==> src/rtl/memo_bank_arbiter.sv <==
// memo_bank_arbiter: round-robin arbiter in front of a small shared register bank.
// Grants one requester at a time, performs the bank access one cycle later,
// and holds the response until the consumer accepts it (IDLE -> ACCESS -> RESP).
module memo_bank_arbiter #(
    parameter int NUM_REQ = 4,
    parameter int DEPTH   = 4,
    parameter int HI_W    = 4,
    parameter int LO_W    = 2,
    localparam int EW     = HI_W + LO_W,
    localparam int AW     = (DEPTH > 1) ? $clog2(DEPTH) : 1,
    localparam int IW     = (NUM_REQ > 1) ? $clog2(NUM_REQ) : 1
) (
    input  logic                  clk,
    input  logic                  rst_n,
    input  logic [NUM_REQ-1:0]    req_valid,
    output logic [NUM_REQ-1:0]    req_ready,
    input  logic [NUM_REQ-1:0]    req_we,
    input  logic [NUM_REQ*AW-1:0] req_addr,
    input  logic [NUM_REQ*EW-1:0] req_wdata,
    output logic                  rsp_valid,
    input  logic                  rsp_ready,
    output logic [IW-1:0]         rsp_id,
    output logic                  rsp_we,
    output logic                  rsp_err,
    output logic [EW-1:0]         rsp_rdata
);

    typedef enum logic [1:0] {
        IDLE   = 2'd0,
        ACCESS = 2'd1,
        RESP   = 2'd2
    } state_t;

    localparam logic [IW:0]   NUM_REQ_W = (IW+1)'(NUM_REQ);
    localparam logic [IW-1:0] LAST_IDX  = IW'(NUM_REQ - 1);
    localparam logic [AW:0]   DEPTH_W   = (AW+1)'(DEPTH);

    state_t         state;
    state_t         state_next;
    logic [IW-1:0]  rr_ptr;
    logic [IW-1:0]  grant_idx;
    logic           grant_valid;
    logic [IW:0]    cand;
    logic           take;

    logic [IW-1:0]  id_q;
    logic           we_q;
    logic [AW-1:0]  addr_q;
    logic [EW-1:0]  wdata_q;
    logic [EW-1:0]  rdata_q;
    logic           err_q;
    logic           in_range;

    logic [EW-1:0]  bank [DEPTH];

    // Addresses in [DEPTH, 2^AW) are not backed by storage and take the error path.
    assign in_range = ({1'b0, addr_q} < DEPTH_W);

    // Round-robin scan starting at rr_ptr; the first valid requester wins.
    always_comb begin
        grant_valid = 1'b0;
        grant_idx   = '0;
        cand        = '0;
        for (int k = 0; k < NUM_REQ; k++) begin
            cand = {1'b0, rr_ptr} + (IW+1)'(k);
            if (cand >= NUM_REQ_W) begin
                cand = cand - NUM_REQ_W;
            end
            if (!grant_valid && req_valid[cand[IW-1:0]]) begin
                grant_valid = 1'b1;
                grant_idx   = cand[IW-1:0];
            end
        end
    end

    // Next-state and grant decode; the grant is suppressed while reset is held
    // because the capture registers cannot take the request then.
    always_comb begin
        state_next = state;
        req_ready  = '0;
        take       = 1'b0;
        case (state)
            IDLE: begin
                if (grant_valid && rst_n) begin
                    req_ready[grant_idx] = 1'b1;
                    take                 = 1'b1;
                    state_next           = ACCESS;
                end
            end
            ACCESS: begin
                state_next = RESP;
            end
            RESP: begin
                if (rsp_ready) begin
                    state_next = IDLE;
                end
            end
            default: begin
                state_next = IDLE;
            end
        endcase
    end

    // State register.
    always_ff @(posedge clk or negedge rst_n) begin
        if (!rst_n) begin
            state <= IDLE;
        end else begin
            state <= state_next;
        end
    end

    // Capture the granted request and advance the round-robin pointer past it.
    always_ff @(posedge clk or negedge rst_n) begin
        if (!rst_n) begin
            rr_ptr  <= '0;
            id_q    <= '0;
            we_q    <= 1'b0;
            addr_q  <= '0;
            wdata_q <= '0;
        end else if (take) begin
            id_q    <= grant_idx;
            we_q    <= req_we[grant_idx];
            addr_q  <= req_addr[grant_idx*AW +: AW];
            wdata_q <= req_wdata[grant_idx*EW +: EW];
            rr_ptr  <= (grant_idx == LAST_IDX) ? '0 : grant_idx + 1'b1;
        end
    end

    // Response data: write echo, bank read, or zero with error for bad addresses.
    always_ff @(posedge clk or negedge rst_n) begin
        if (!rst_n) begin
            rdata_q <= '0;
            err_q   <= 1'b0;
        end else if (state == ACCESS) begin
            if (in_range) begin
                rdata_q <= we_q ? wdata_q : bank[addr_q];
                err_q   <= 1'b0;
            end else begin
                rdata_q <= '0;
                err_q   <= 1'b1;
            end
        end
    end

    // Bank storage; only a write in ACCESS to a backed address commits.
    always_ff @(posedge clk or negedge rst_n) begin
        if (!rst_n) begin
            for (int i = 0; i < DEPTH; i++) begin
                bank[i] <= '0;
            end
        end else if (state == ACCESS && in_range && we_q) begin
            bank[addr_q] <= wdata_q;
        end
    end

    // Response outputs are only driven while a response is pending.
    assign rsp_valid = (state == RESP);
    assign rsp_id    = rsp_valid ? id_q : '0;
    assign rsp_we    = rsp_valid ? we_q : 1'b0;
    assign rsp_err   = rsp_valid ? err_q : 1'b0;
    assign rsp_rdata = rsp_valid ? rdata_q : '0;

endmodule

==> config.mk <==
export PLATFORM = sky130hd
export DESIGN_NAME = memo_bank_arbiter
export DESIGN_NICKNAME = d
export VERILOG_FILES = /design/src/rtl/memo_bank_arbiter.sv
export SDC_FILE = /design/constraint.sdc
export NUM_CORES = 1
export LEC_CHECK = 0
export BUFFER_PORTS_ARGS = -buffer_cell sky130_fd_sc_hd__buf_4
export CORE_AREA = 4 4 95 97
export DETAILED_ROUTE_END_ITERATION = 12
export DIE_AREA = 0 0 99 101
export HOLD_SLACK_MARGIN = 0.08
export PLACE_DENSITY_LB_ADDON = 0.12
export REMOVE_ABC_BUFFERS = 1
export SLEW_MARGIN = 0
export SYNTH_ARGS = -nofsm -noshare
export SYNTH_HDL_FRONTEND = slang
export SYNTH_SLANG_ARGS = --single-unit
==> constraint.sdc <==
create_clock -name clk -period 2.73 [get_ports clk]
set_input_delay 0.1365 -clock clk [delete_from_list [all_inputs] [get_ports clk]]
set_output_delay 0.1365 -clock clk [all_outputs]
set_load 0.02 [all_outputs]
* After elaboration in Yosys (flattened, before gate mapping)
Index checks and enable logic that the tools add are counted.
Word-level totals: memories 0, input bits 43, output and inout bits 15, memory bits (read-only) 0, memory bits (writable) 0, word-level logic and storage cells 94, latch bits 0, register bits after elaboration 45
Cells by class: order comparisons 12, bitwise gates (word level) 1, multipliers 1, reductions and logical operators 12, add/subtract/negate cells 8, muxes and demuxes 42, div/mod/pow operators 0, equality and inequality tests 5, shift-type cells 2
Operators by type and width (count):
- two-way mux 6 bit | 5
- bitwise mux 24 bit | 1
- two-way mux 2 bit | 12
- variable part select 24 x 6 -> 6 bit | 1
- < comparator 2 x 3 -> 1 bit, second input constant | 5
- two-way mux 1 bit | 13
- binary-select mux 6 bit (select 2 bit) | 1
- demux 6 bit (select 2 bit) | 1
- >= comparator 3 bit, second input constant | 4
- binary-select mux 1 bit (select 2 bit) | 5
- two-way mux 4 bit | 2
- variable part select 8 x 4 -> 2 bit | 1
- subtractor 2 x 1 -> 2 bit, second input constant | 4
- logical AND 1 bit | 7
- adder 2 x 2 -> 3 bit, second input constant | 2
- case mux 2 bit (3 select lines) | 1
- equality test 2 bit, second input constant | 2
- multiplier 2 x 2 -> 4 bit, second input constant | 1
- adder 2 x 1 -> 3 bit, second input constant | 1
- >= comparator 2 x 3 -> 1 bit, second input constant | 1
- logical NOT 1 bit | 3
- < comparator 3 x 1 -> 1 bit, second input constant | 1
- NOT 2 -> 3 bit | 1
- adder 2 x 1 -> 2 bit, second input constant | 1
- 7 further kinds | 7

* Longest topological paths before layout
Gate-level depths: netlist (run 1).
depth in word-level cells 20, gate-level depth with buffers 7, gate-level depth less buffers 6

* Worst setup path before layout (run 1)
Ideal clock, no wire load.
kind register to output, start register rr_ptr[1], end output port req_ready[3], stages on the path, launching flop included 7, arrival 1.561 ns, buffers on the path 1, required time 2.594 ns, slack 1.033 ns, cells stage by stage dfrtp_1 -> mux2_4 -> o221ai_4 -> buf_6 -> inv_2 -> ha_1 -> and2_1
Between the ends: longest elaborated chain between the ends 20, elaborated cells on any way between the ends 45, those cells by class add/sub: 7; order compare: 6; mux: 24; reduce/logical: 8
RTL lines:
- from (decl) | RTL line 40 | logic [IW-1:0] rr_ptr;
- from (signal assigned) | RTL line 126 | rr_ptr <= (grant_idx == LAST_IDX) ? '0 : grant_idx + 1'b1;
- branches (longest 18 deep; another with adder 2 x 1 -> 3 bit)
- two-way mux 4 bit * | RTL line 84 | if (grant_valid && rst_n) begin
- two-way mux 4 bit * | RTL line 82 | case (state)
- to (decl) | RTL line 16 | output logic [NUM_REQ-1:0] req_ready,
Mark *: on every way between the ends. The select of a mux whose other input is x is not followed.

* Final worst setup path (run 1)
Ends and elaborated chain as after synthesis.

==> flow_summary_export.csv, run 1 <==
group,metric,value,unit
outcome,status,"finished, final reports clean",
cts,clockBufferDepth,2,
routing,vias,1647,
critical_path,worst_ep_required_time,2.59,ns
power,ir_drop,0.2271,mV
critical_path,cp.arrival,2.06,ns
sta,skew,0.006789,ns
synth,yosys_warnings,0,
synth,synth_fa_ha_area_share,1.031,%
grt,grt_pass1_wl,8.935,mm
synth,synth.largest_area_cell,"dfrtp_1",
critical_path,start_kind,"flip-flop",
routing,wl,5.359,mm
job,max-cap-violations,0,
synth,synthTopCellsByArea,"dfrtp_1 (46%), mux2i_1 (9.9%), mux2_1 (7.9%)",
sta,finalMaxSlewViolations,0,
min_path,hold_end,"wdata_q[4]",
synth,yosys.area.top_type_share,46.42,%
routing,first_iter_violations,89,
routing,ant_nets,0,
synth,synth_xor_area_share,0,%
synth,yosysMostFrequentCell,"dfrtp_1",
routing,drtPass1Iterations,4,
power,power_density,903.9,nW/um^2
power,total_power,0.002749,W
cts,clk_pin_slew,0.08,ns
routing,wl_per_cell,14.97,um
critical_path,r2r_slack,0.61,ns
critical_path,r2r-end,"wdata_q[2]",
routing,vias_per_cell,4.601,
routing,wl_met3,276,um
floorplan,pin_count,58,
floorplan,dieArea,9999,sq um
cts,ctsHtreeMaxLevel,2,
min_path,whs_path_depth,3,
sta,setup_viol,0,
routing,met2_length,2.382,mm
cts,cts_tree,"built",
cts,cts_inserted_buffers,5,
routing,route.detailed.drc,0,
routing,highest_layer,"met4",
sta,worst_pin_slew,0.6260,ns
cells_and_area,n_antenna_cell,0,
synth,syn_area,2426,sq um
min_path,min-delay-start,"req_wdata[22]",
synth,synth_top_family_by_area,"multiplexers",
grt,grt_pass1_vias,1696,
sta,rsz0062_at_grt,"no",
sta,fin_tns_setup,0,ns
floorplan,core_area,8134,sq um
sta,fmax,456.3,MHz
synth,synth_compound_area_share,10.31,%
synth,synth-seq-cells,45,
synth,synth_common_cells,"dfrtp_1 (45), mux2i_1 (24), nand2_1 (23)",
critical_path,r2r-start,"rr_ptr[1]",
cells_and_area,drive_gt1_share,37.94,%
synth,synth_cell_types,36,
place,gp_congestion,0.6759,
synth,yosys.area_share.simple,11.24,%
cells_and_area,syn_to_final_growth,25.37,%
cts,cts_root_buffer,"clkbuf_8",
sta,fin_crit,2.192,ns
synth,synthFlopType,"dfrtp_1",
grt,antenna_found_initial,0,
critical_path,crit_fanout,9,
synth,netlist_instances,195,
sta,fin_crit_sh,80.28,%
synth,synthArstFlopShare,100.0,%
cts,cts_resized,0,
cts,clk_latency,0.29,ns
power,p_leak,1.461,nW
cts,cts_num_sinks,45,
critical_path,crit_path_end_kind,"output pin",
sta,fin_hold_ws,0.1593,ns
sta,hold_viol,0,
floorplan,start_util,29.83,%
floorplan,rows,33,
routing,wl_met1,2.663,mm
place,dp_hpwl,3.948,mm
synth,synth_edf_count,0,
synth,synth.area.mux_share,27.23,%
floorplan,die_h,101,um
cells_and_area,final_nets,298,
sta,slew-limit-headroom,58.04,%
synth,yosysSeqAreaShare,46.42,%
grt,grt_overflow,0,
grt,grt_usage,11.40,%
critical_path,reg2regPathDepth,5,
critical_path,critical_path_class,"reg -> out",
min_path,hold_class,"in -> reg",
grt,grt_max_degree,46,
place,port-buffer-count,56,
floorplan,die_x,99,um
synth,syn_avg_cell_area,12.44,sq um
-- layout make-up --
type,count,area (sq um)
clock buffers,7,86.33
multi-input cells,134,1212
well taps,105,131.4
repair buffers,61,462.9
inverters,6,22.52
fillers,815,5092
flip-flops and latches,45,1126
-- worst max path at each step --
stage                    from            to  slack, ns  depth (start not counted)
detailed placement  rr_ptr[1]    wdata_q[2]       0.57                          5
global route        rr_ptr[1]  req_ready[3]       0.37                          6
CTS                 rr_ptr[1]  req_ready[3]       0.50                          6
global placement    rr_ptr[1]    wdata_q[2]       0.56                          5
finish              rr_ptr[1]  req_ready[3]       0.54                          6
floorplan           rr_ptr[1]  req_ready[3]       0.78                          5
-- worst max-delay path, cell delays in order, from the launching register on --
cell,delay (ns)
dfrtp_1,0.45
mux2_4,0.33
o221ai_4,0.40
inv_2,0.09
ha_1,0.20
and2_1,0.13
buf_4,0.15
-- cells by family after synthesis --
family,count (synthesis)
other cells,1
simple gates,53
buf+inv,16
fa+ha+maj,2
compound gates,23
flops,45
mux,55
-- per-layer routing --
layer,up-vias,global-route usage [%]
li1,816,-
met1,782,16.57
met2,44,17.25
met3,5,2.699
met4,0,2.521
met5,-,0
-- power breakdown --
group | switching, W | internal, W | leakage, nW
logic | 0.000526 | 0.000585 | 0.835
registers | 0.000278 | 0.000945 | 0.582
clock network | 0.000214 | 0.000201 | 0.0443
total | 0.00102 | 0.00173 | 1.46
-- flip-flops by register name (all words and copies together), names as in the netlist --
| name | flops |
|---|---|
| rdata_q | 6 |
| wdata_q | 6 |
| state | 2 |
| addr_q | 2 |
| we_q | 1 |
| id_q | 2 |
| bank | 24 |
| rr_ptr | 2 |
-- what timing repair did --
item	4_1_cts	5_1_grt
hold endpoints to repair	46	0
hold buffers	2	0
setup buffers	0	0
-- layout by cell type (no fill, tap or decap), types with 2 or more instances in the layout --
cell           instances
buf_4                 59
dfrtp_1               45
mux2i_1               24
nand2_1               23
mux2_1                17
and2_1                10
o221ai_2               9
nor2_1                 7
o21ai_1                7
mux2_2                 7
mux4_2                 6
clkbuf_8               6
inv_1                  4
inv_2                  2
nor2b_1                2
nand2b_1               2
a21oi_1                2
ha_1                   2
dlygate4sd3_1          2
-- per-stage QoR --
step	utilization (%)	setup WS (ns)	cell area, sq um	std cells
2_1_floorplan	-	0.7841	2361	185
4_1_cts	37.39	0.4975	3042	358
3_5_place_dp	36.09	0.5735	2935	349
5_1_grt	37.39	0.3746	3042	358
6_report	37.39	0.5384	3042	358
3_3_place_gp	36.09	0.5602	2935	349
Note: power is estimated with default switching activity, not from simulation.
==> inputs of run 2 (changes only) <==
==> constraint.sdc (replaced) <==
create_clock -name clk -period 1.9 [get_ports clk]
set_input_delay 0.095 -clock clk [delete_from_list [all_inputs] [get_ports clk]]
set_output_delay 0.095 -clock clk [all_outputs]
set_load 0.02 [all_outputs]
==> run 2 against run 1 <==
Compared with the run above:
- register-to-register slack got worse by 0.56 ns
- hold slack got worse by 0.048 ns
- combinational power rose by 73%
- via count rose by 6.2%
- sequential share of layout area is 2.5 points lower
- sequential power up 39%
- core utilization is 2.8 points higher
- global-route usage is 0.71 points higher
- die area stayed put
- setup slack lost 0.51 ns
- clock power increased by 50%
- critical endpoint is now req_ready[2]
- highest routed layer unchanged
==> flow_summary_export.csv, run 2 (synthesis results as in run 1) <==
group,metric,value,unit
power,p_leak,1.557,nW
cts,cts_root_buffer,"clkbuf_8",
critical_path,cp.arrival,1.78,ns
critical_path,r2r-start,"rr_ptr[1]",
grt,grt_pass1_vias,1894,
cells_and_area,final_common_cell,"buf_4",
grt,grt_overflow,0,
critical_path,r2r-end,"wdata_q[2]",
critical_path,crit_slowest_cell,"dfrtp_2",
cts,cts_tree,"built",
cells_and_area,fill_cells,787,
cells_and_area,final_nets,314,
sta,setup_viol,0,
cells_and_area,regMostFlops,"bank",
min_path,hold_end,"wdata_q[0]",
place,gp_congestion,0.7729,
critical_path,crit_start,"rr_ptr[1]",
cts,clk_pin_slew,0.08,ns
floorplan,rows,33,
cells_and_area,reg_top3,"bank: 24 flops, rdata_q: 6 flops, wdata_q: 6 flops",
critical_path,path_buf_inv,2,
cts,cts_inserted_buffers,5,
grt,grt_usage,12.11,%
grt,grt_max_degree,46,
cts,ctsHtreeMaxLevel,2,
power,power_density,1298,nW/um^2
outcome,status,"finished, final reports clean",
cells_and_area,drive_gt1_share,46.67,%
routing,first_iter_violations,39,
place,dp_hpwl,4.281,mm
sta,worst_pin_slew,0.5882,ns
sta,slew-limit-headroom,60.79,%
sta,finalMaxSlewViolations,0,
routing,vias,1749,
sta,hold_viol,0,
sta,fin_tns_setup,0,ns
routing,ant_nets,0,
floorplan,die_x,99,um
min_path,min-delay-start,"req_wdata[12]",
cells_and_area,largest_reg_flops,24,
floorplan,start_util,29.83,%
place,port-buffer-count,56,
sta,rsz0062_at_grt,"yes",
critical_path,critPathMostFrequentCell,"buf_6",
place,dpl_cell_area,3043,sq um
sta,skew,0.007256,ns
critical_path,slowest_delay,0.44,ns
min_path,whs_path_depth,3,
routing,wl,5.626,mm
cells_and_area,final_area,3267,sq um
cells_and_area,layout_common_cells,"buf_4 (69), dfrtp_1 (44), nand2_1 (23)",
critical_path,reg2regPathDepth,6,
sta,fin_crit_sh,98.53,%
sta,fin_crit,1.872,ns
floorplan,core_area,8134,sq um
routing,vias_per_cell,4.664,
cts,clockBufferDepth,2,
cts,clk_latency,0.30,ns
routing,drtPass1Iterations,4,
place,pre_cts_slack,0.07549,ns
floorplan,die_h,101,um
critical_path,crit_fanout,6,
grt,antenna_found_initial,0,
cts,cts_num_sinks,45,
sta,fin_hold_ws,0.1111,ns
sta,fin_ws,0.02794,ns
job,max-cap-violations,0,
critical_path,crit_path_end_kind,"output pin",
grt,grt_pass1_wl,9.459,mm
critical_path,critical_path_class,"reg -> out",
critical_path,r2r_slack,0.05,ns
critical_path,cp_cell_sequence,"mux2_4 > o221ai_4 > buf_6 > ha_4 > and2_4 > buf_6",
routing,route.detailed.drc,0,
routing,wl_per_cell,15.00,um
sta,fmax,534.2,MHz
min_path,hold_class,"in -> reg",
floorplan,dieArea,9999,sq um
cells_and_area,syn_to_final_growth,34.66,%
power,ir_drop,0.3915,mV
critical_path,cp_top_family,"flip-flops",
power,total_power,0.004241,W
critical_path,start_kind,"flip-flop",
critical_path,worst_ep_required_time,1.80,ns
floorplan,pin_count,58,
cells_and_area,n_antenna_cell,0,
run 2: per-stage QoR:
stage          util (%)  cells
5_1_grt           40.16    375
6_report          40.16    375
3_5_place_dp      37.41    360
3_3_place_gp      37.41    360
4_1_cts           39.82    374
2_1_floorplan         -    185
run 2: cell type report:
class                           instances  area [sq um]  area share, %
Inverter                                6         22.52         0.6894
Tap cell                              105         131.4          4.021
Sequential cell                        45          1127          34.51
Clock inverter                          2         13.76         0.4213
Timing Repair Buffer                   77         623.1          19.07
Multi-Input combinational cell        134          1266          38.76
Clock buffer                            6         82.58          2.528
run 2: power by group:
group | internal, W | switching (W)
logic | 0.00105 | 0.000879
clock network | 0.000295 | 0.000327
registers | 0.00136 | 0.000333
run 2: timing repair:
action                                 CTS  global route
gates resized for setup                 12             6
hold buffers                             2             0
setup endpoints to repair                3            12
endpoints found under the hold margin   46             0
buffers inserted                         4             1
pin swaps                                2             2
run 2: worst min-delay path, stage by stage:
cell and delay (ns):
buf_4 0.08, mux2i_2 0.06, o221ai_2 0.14
run 2: how the worst max path moves through the flow:
stage	endpoint	slack (ns)	cells past startpoint
finish	req_ready[2]	0.03	6
global placement	wdata_q[2]	0.13	5
floorplan	rr_ptr[1]	-0.02	6
detailed placement	wdata_q[2]	0.08	5
global route	req_ready[2]	-0.06	6
CTS	req_ready[2]	-0.004	6
run 2: layer usage:
| metal | global-route usage (%) | share of wire [%] | routed length (um) | up-vias |
|---|---|---|---|---|
| li1 | - | - | - | 854 |
| met1 | 15.88 | 46 | 2606 | 844 |
| met2 | 19.99 | 48 | 2698 | 47 |
| met3 | 3.045 | 5.0 | 279 | 4 |
| met4 | 3.151 | 0.73 | 41 | 0 |
| met5 | 0 | 0 | 0 | - |
==> inputs of run 3 (changes only) <==
--- a/config.mk
+++ b/config.mk
@@ -10,7 +10,7 @@
 export DETAILED_ROUTE_END_ITERATION = 12
 export DIE_AREA = 0 0 99 101
 export HOLD_SLACK_MARGIN = 0.08
-export PLACE_DENSITY_LB_ADDON = 0.12
+export PLACE_DENSITY_LB_ADDON = 0.05
 export REMOVE_ABC_BUFFERS = 1
 export SLEW_MARGIN = 0
 export SYNTH_ARGS = -nofsm -noshare
==> run 3 against run 2 <==
Compared with the run above:
- the run now ends with setup timing left
- critical path depth stayed put
- critical path type unchanged
- clock skew is 0.0015 ns lower
- non-clock buffer count rose by 4
- first-iteration DRC count rose by 7.7%
- via count shrank 0.34%
- sequential cell count unchanged
- critical endpoint is now req_ready[3]
- sequential power hardly changed
- global-route usage rose by 0.21 points
- register-to-register slack worse by 0.04 ns
- sequential share of layout area is 0.48 points lower
- design area grew 1.4%
- power up 1.0%
==> flow_summary_export.csv, run 3 (synthesis results as in run 1) <==
group,metric,value,unit
routing,drtPass1Iterations,4,
routing,wl,5.719,mm
min_path,hold_class,"in -> reg",
outcome,status,"complete, but fails checks",
routing,ant_nets,0,
cells_and_area,drive_gt1_share,49.64,%
grt,grt_overflow,0,
critical_path,worst_ep_required_time,1.80,ns
sta,fin_tns_setup,-0.01862,ns
grt,grt_max_degree,46,
cells_and_area,layout_common_cells,"buf_4 (75), dfrtp_1 (44), nand2_1 (23)",
grt,grt_pass1_vias,1938,
critical_path,r2r_slack,0.01,ns
routing,first_iter_violations,42,
power,total_power,0.004283,W
routing,route.detailed.drc,0,
grt,grt_pass1_wl,9.846,mm
critical_path,r2r-end,"we_q",
floorplan,die_h,101,um
floorplan,dieArea,9999,sq um
routing,vias,1743,
cells_and_area,final_nets,318,
power,power_density,1293,nW/um^2
critical_path,crit_path_end_kind,"output pin",
cells_and_area,final_area,3313,sq um
place,port-buffer-count,56,
sta,fin_crit,1.909,ns
cells_and_area,final_common_cell,"buf_4",
cells_and_area,syn_to_final_growth,36.57,%
cells_and_area,regMostFlops,"bank",
critical_path,crit_slowest_cell,"dfrtp_2",
cells_and_area,reg_top3,"bank: 24 flops, rdata_q: 6 flops, wdata_q: 6 flops",
cts,cts_inserted_buffers,5,
grt,use_met3,2.768,%
critical_path,critical_path_class,"reg -> out",
grt,grt_usage,12.32,%
sta,slew-limit-headroom,60.47,%
floorplan,rows,33,
grt,met2_usage,19.58,%
min_path,whs_path_depth,3,
cells_and_area,n_antenna_cell,0,
critical_path,crit_fanout,6,
place,dp_hpwl,4.270,mm
power,p_leak,1.543,nW
sta,skew,0.005774,ns
place,dpl_cell_area,3068,sq um
critical_path,slowest_delay,0.46,ns
critical_path,crit_start,"rr_ptr[1]",
cts,cts_num_sinks,45,
critical_path,cp_cell_sequence,"mux2_4 > o221ai_4 > inv_2 > ha_2 > and2_4 > buf_6",
floorplan,start_util,29.83,%
floorplan,die_x,99,um
floorplan,pin_count,58,
sta,worst_pin_slew,0.5929,ns
sta,finalMaxSlewViolations,0,
critical_path,start_kind,"flip-flop",
critical_path,cp.arrival,1.81,ns
cts,clk_pin_slew,0.09,ns
cts,clockBufferDepth,2,
power,ir_drop,0.5301,mV
grt,antenna_found_initial,0,
critical_path,crit_path_end,"req_ready[3]",
sta,rsz0062_at_grt,"yes",
routing,vias_per_cell,4.599,
place,pre_cts_slack,0.1101,ns
cts,clk_latency,0.30,ns
sta,setup_viol,2,
critical_path,reg2regPathDepth,6,
cells_and_area,largest_reg_flops,24,
cts,cts_root_buffer,"clkbuf_8",
cells_and_area,fin_util,40.73,%
grt,grt_use_met1,17.17,%
critical_path,r2r-start,"rr_ptr[1]",
sta,hold_viol,0,
sta,fin_crit_sh,100.5,%
sta,fin_ws,-0.009476,ns
sta,fmax,523.7,MHz
outcome,violations,"setup timing",
cts,cts_tree,"built",
grt,grt_busiest_layer,"met2",
routing,wl_per_cell,15.09,um
place,gp_congestion,0.7169,
floorplan,core_area,8134,sq um
job,max-cap-violations,0,
cts,ctsHtreeMaxLevel,2,
[run 3: cell types whose count changed in the layout (fill, tap and decap cells not counted), moves of 2 or more]
cell | previous run | this run
mux2i_2 | 3 | 9
clkinvlp_4 | 0 | 2
buf_4 | 69 | 75
mux2i_1 | 21 | 14
[run 3: stage by stage]
step | cells | hold slack, ns
after floorplan | 185 | -0.2006
after global placement | 365 | 0.2811
after detailed placement | 365 | 0.2749
after CTS | 380 | 0.1030
after global routing | 379 | 0.1116
final | 379 | 0.1121
[run 3: layer usage]
| metal | share of wire (%) | vias to the layer above | wire (um) |
|---|---|---|---|
| met5 | 0 | - | 0 |
| met4 | 0.79 | 0 | 45 |
| met3 | 4.8 | 5 | 276 |
| met2 | 44 | 48 | 2534 |
| met1 | 50 | 830 | 2862 |
| li1 | - | 860 | - |
[run 3: worst max-delay path, delay by kind of cell, from the launching register on]
kind,cells,cell delay [ns]
adder cells (fa/ha/maj),1,0.18
flip-flops,1,0.46
multiplexers,1,0.32
AO/OA/AOI/OAI,1,0.24
AND/OR/NAND/NOR,1,0.13
buffers and inverters,2,0.19
[run 3: layout make-up]
cell class | instances | area, sq um
Fill cell | 825 | 4821
Multi-Input combinational cell | 134 | 1308
Clock inverter | 2 | 15.01
Tap cell | 105 | 131.4
Inverter | 6 | 22.52
Clock buffer | 6 | 72.57
Timing Repair Buffer | 81 | 636.9
Sequential cell | 45 | 1127
[run 3: timing repair]
| item | 4_1_cts | 5_1_grt |
|---|---|---|
| hold endpoints to repair | 46 | 0 |
| hold buffers | 2 | 0 |
| setup endpoints to repair | 3 | 13 |
| buffers inserted | 5 | 0 |
| gates resized for setup | 16 | 10 |
| pin swaps | 2 | 2 |
[run 3: worst min path at each step]
| stage | from | end |
|---|---|---|
| floorplan | rst_n | addr_q[0] |
| global placement | rst_n | rdata_q[0] |
| detailed placement | rsp_ready | state[1] |
| CTS | req_wdata[9] | wdata_q[3] |
| global route | req_wdata[13] | wdata_q[1] |
| finish | req_wdata[20] | wdata_q[2] |
[run 3: where the power goes]
group | leakage, nW | switching (W) | internal [W] | total [W]
clock network | 0.0374 | 0.000343 | 0.000260 | 0.000603
registers | 0.581 | 0.000341 | 0.00136 | 0.00170
logic | 0.925 | 0.000896 | 0.00108 | 0.00198
